--- config.mk ---
export PLATFORM = sky130hd
export DESIGN_NAME = matrix_column_writer
export DESIGN_NICKNAME = d
export VERILOG_FILES = /design/src/rtl/matrix_column_writer.sv
export SDC_FILE = /design/constraint.sdc
export NUM_CORES = 1
export LEC_CHECK = 0
export BUFFER_PORTS_ARGS = -buffer_cell sky130_fd_sc_hd__buf_4
export CAP_MARGIN = 10
export CORE_MARGIN = 2
export CORE_UTILIZATION = 45
export CTS_CLUSTER_DIAMETER = 50
export DETAILED_ROUTE_END_ITERATION = 7
export PLACE_DENSITY = 0.69
export SLEW_MARGIN = 10
export SYNTH_ARGS = -nofsm -noshare
export SYNTH_HDL_FRONTEND = slang
export SYNTH_SLANG_ARGS = --single-unit
--- constraint.sdc ---
create_clock -name clk -period 1.68 [get_ports clk]
set_clock_uncertainty 0.15 [all_clocks]
set_input_delay 0.336 -clock clk [delete_from_list [all_inputs] [get_ports clk]]
set_output_delay 0.336 -clock clk [all_outputs]
set_load 0.1 [all_outputs]
--- src/rtl/matrix_column_writer.sv ---
// Collects one ROWS-bit column word per handshake into a shadow frame and commits
// the whole frame to frame_data in a single cycle once the last column lands.
module matrix_column_writer #(
  parameter int ROWS = 5,
  parameter int COLS = 7
) (
  input  logic                   clk,
  input  logic                   reset_n,
  input  logic                   col_valid,
  output logic                   col_ready,
  input  logic [ROWS-1:0]        col_data,
  input  logic                   col_last,
  input  logic                   clear,
  output logic [2:0]             wr_sel,
  output logic [ROWS*COLS-1:0]   frame_data,
  output logic                   frame_valid,
  output logic                   frame_err
);

  typedef enum logic {
    FILL   = 1'b0,
    COMMIT = 1'b1
  } state_t;

  state_t                 state;
  logic [ROWS*COLS-1:0]   shadow;
  logic                   accept;

  // Handshake: a column transfers on a rising edge where col_valid and col_ready
  // are both high; col_ready is a registered function of the state alone.
  assign accept = col_valid && col_ready;

  always_ff @(posedge clk) begin
    if (!reset_n) begin
      state       <= FILL;
      col_ready   <= 1'b1;
      wr_sel      <= 3'd1;
      shadow      <= '0;
      frame_data  <= '0;
      frame_valid <= 1'b0;
      frame_err   <= 1'b0;
    end else begin
      frame_valid <= 1'b0;
      frame_err   <= 1'b0;
      case (state)
        FILL: begin
          if (clear) begin
            wr_sel <= 3'd1;
          end else if (accept) begin
            // Column k lands at bit r*COLS + k-1, the same map the scan mux reads.
            for (int c = 0; c < COLS; c++) begin
              if (wr_sel == 3'(c + 1)) begin
                for (int r = 0; r < ROWS; r++) begin
                  shadow[r*COLS + c] <= col_data[r];
                end
              end
            end
            if (wr_sel == 3'(COLS)) begin
              state     <= COMMIT;
              col_ready <= 1'b0;
              wr_sel    <= 3'd1;
            end else if (col_last) begin
              frame_err <= 1'b1;
              wr_sel    <= 3'd1;
            end else begin
              wr_sel <= wr_sel + 3'd1;
            end
          end
        end
        COMMIT: begin
          // The frame is already whole here, so clear has nothing left to discard.
          frame_data  <= shadow;
          frame_valid <= 1'b1;
          state       <= FILL;
          col_ready   <= 1'b1;
        end
        default: begin
          state     <= FILL;
          col_ready <= 1'b1;
        end
      endcase
    end
  end

endmodule
==> out/metrics.cfg <==
[run_status]
outcome = finished with violations
violations = setup timing

[worst_setup_path]
worst-path-buf-inv = 0
crit_type = register to register
arrival_ns = 1.79
r2r-start = wr_sel[0]
cp_top_family = simple AND/OR/NAND/NOR gates
worst_path_most_repeated_cell = ha_4
crit_path_max_fanout = 5
startpoint = wr_sel[0]
end_kind = register
slowest_stage = or4b_1
cp-start-kind = register
cp_data_required_time_ns = 1.79
cp_cell_sequence = ha_4 > ha_4 > nor4b_4 > or4b_1 > o31ai_1
max_stage_delay_ns = 0.45

[sta]
rsz0062_at_grt = yes
clock.fmax_mhz = 593
worst_pin_slew_ns = 0.478
finalCritPeriodShare = 1.00
finalSetupTns_ns = -0.00717
fin_ws_ns = -0.00717
slew_headroom = 0.681
setup_viol = 1
hold_violations = 0
maxSlewViolCount = 0
period_minus_slack_ns = 1.69

[synthesis]
synth.top_cell.area_share = 0.531
postSynthCellCount = 277
syn-num-nets = 293
synth_top_area_cell = dfxtp_1
avgSynthCellArea_um2 = 10.5
synth_area_um2 = 2900
yosysWarnings = 0
synth_area_leaders = dfxtp_1, mux2i_1, nand2_1, nor2_1, ha_1
ys_seq_area_frac = 0.531
yosysUniqueCellTypes = 26
synth-seq-cells = 77

[clock_network]
cts_htree_levels = 3
cts_buffers = 9
cts_root_buf = clkbuf_8
clk_latency_ns = 0.35
clk_pin_slew_worst_paths_ns = 0.07
cts_buffer_depth = 2
cts_tree = built
cts.sinks = 77

[die]
die_area_um2 = 7110
die_w_um = 84.3
pin_count = 51
core_um2 = 6280
initial_utilization = 0.463
fp.dieH_um = 84.3
rows = 29

[layout]
diodes = 0
nets = 356
post-route-cell-area_um2 = 3660
drive_above_1_share = 0.280
fill_cells = 569
area_growth_pct = 26.1

[power]
power.switching_mw = 0.731
p_int_mw = 2.50
pwr-share-seq = 0.571
swShare = 0.227
comb_power_share = 0.050
leakage_nw = 1.55
ir_drop_mv = 0.427
powerDensity_nw_per_um2 = 882
p_clk_frac = 0.379

[drt]
vias = 2065
ant_nets = 0
first_iter_violations = 66
drc = 0
routed_wl_mm = 5.85
drt_pre_antenna_iters = 4
viasPerCell = 4.92
wl_per_cell_um = 13.9

[global_route]
grt_pass1_wl_mm = 9.61
antenna_found_initial = 0
grt_remaining_overflow = 0
grt_max_degree = 34
first_global_vias = 1919
grt_use_total = 0.172

[placed_design]
placed_area_um2 = 3470
io_buffers = 50
dp_slack_ns = -0.0142
gp_congestion = 0.777
hpwlAfterDp_mm = 4.01

[min_path]
hold_path_class = primary input to register
hold_start = col_last

[job]
max-cap-violations = 0

==> registers in the layout (all words and copies together) (netlist names) <==
signal and count:
wr_sel 3, frame_data 35, shadow 35, state 1
col_ready 1, frame_valid 1, frame_err 1
==> through the flow <==
stage               total power, mW  utilization  hold WS (ns)  cells
floorplan                      1.98            -         0.284    277
global placement               2.04        0.552         0.295    404
detailed placement             2.05        0.552         0.299    404
CTS                            3.26        0.579         0.137    418
global route                   3.36        0.583         0.143    420
finish                         3.23        0.583         0.147    420
==> routing by layer <==
| metal | part of all wire | GRT usage |
|---|---|---|
| met5 | 0 | 0 |
| met4 | 0.020 | 0.0779 |
| met2 | 0.44 | 0.251 |
| met1 | 0.50 | 0.238 |
| met3 | 0.046 | 0.0462 |
==> cell usage after synthesis (all sizes together) <==
cell type / number
dfxtp: 77
mux2i: 71
nand2: 45
nor2: 41
buf: 12
ha: 6
clkbuf: 4
inv: 4
nand2b: 3
nand4b: 3
a21o: 1
a21oi: 1
and2: 1
and4b: 1
and4bb: 1
nor4b: 1
o21ai: 1
o31ai: 1
o32a: 1
or2: 1
or4b: 1
==> repair_timing <==
| action | in CTS | in global routing |
|---|---|---|
| setup buffers | 0 | 2 |
| hold buffers | 0 | 0 |
| resized for setup | 0 | 3 |
| setup endpoints to repair | 1 | 4 |
| gates cloned | 0 | 0 |
==> kinds of logic (layout without fill, tap and decap cells) <==
group | Yosys count | count (layout) | share of synthesized area
AO/OA/AOI/OAI | 5 | 5 | 0.0121
adder cells (fa/ha/maj) | 6 | 6 | 0.0259
buffers and inverters | 20 | 86 | 0.0327
flip-flops | 77 | 77 | 0.531
multiplexers | 71 | 71 | 0.245
AND/OR/NAND/NOR | 98 | 98 | 0.154
==> final timing paths <==
path	endpoint	depth (start not counted)	slack [ns]
hold / removal	frame_err	2	0.15
setup / recovery	wr_sel[2]	5	-0.007
setup reg to reg	wr_sel[2]	5	-0.007
hold reg to reg	shadow[11]	2	0.31
==> cells in the final DEF (no fill, tap or decap), drive strengths merged <==
| cell type | instances |
|---|---|
| and4b | 1 |
| a21o | 1 |
| nor2 | 41 |
| and4bb | 1 |
| o21ai | 1 |
| ha | 6 |
| and2 | 1 |
| nand2b | 3 |
| clkbuf | 13 |
| or2 | 1 |
| nor4b | 1 |
| dfxtp | 77 |
| mux2i | 71 |
| or4b | 1 |
| o32a | 1 |
| nand2 | 45 |
| a21oi | 1 |
| buf | 68 |
| o31ai | 1 |
| inv | 5 |
| nand4b | 3 |
==> power by group through the flow <==
stage	registers, mW	logic (mW)	clock network, mW
6_report	1.84	0.162	1.22
3_3_place_gp	1.88	0.160	0
2_1_floorplan	1.91	0.0768	0
3_5_place_dp	1.88	0.161	0
4_1_cts	1.84	0.161	1.26
5_1_grt	1.84	0.175	1.34
==> layout make-up <==
class | count | area [um^2] | area share
Sequential cell | 77 | 1560 | 0.425
Multi-Input combinational cell | 180 | 1300 | 0.356
Timing Repair Buffer | 68 | 527 | 0.144
Clock buffer | 13 | 159 | 0.0434
Tap cell | 77 | 96.3 | 0.0263
Inverter | 4 | 15.0 | 0.00410
Clock inverter | 1 | 6.26 | 0.00171
Power figures use the tool's default switching activity.
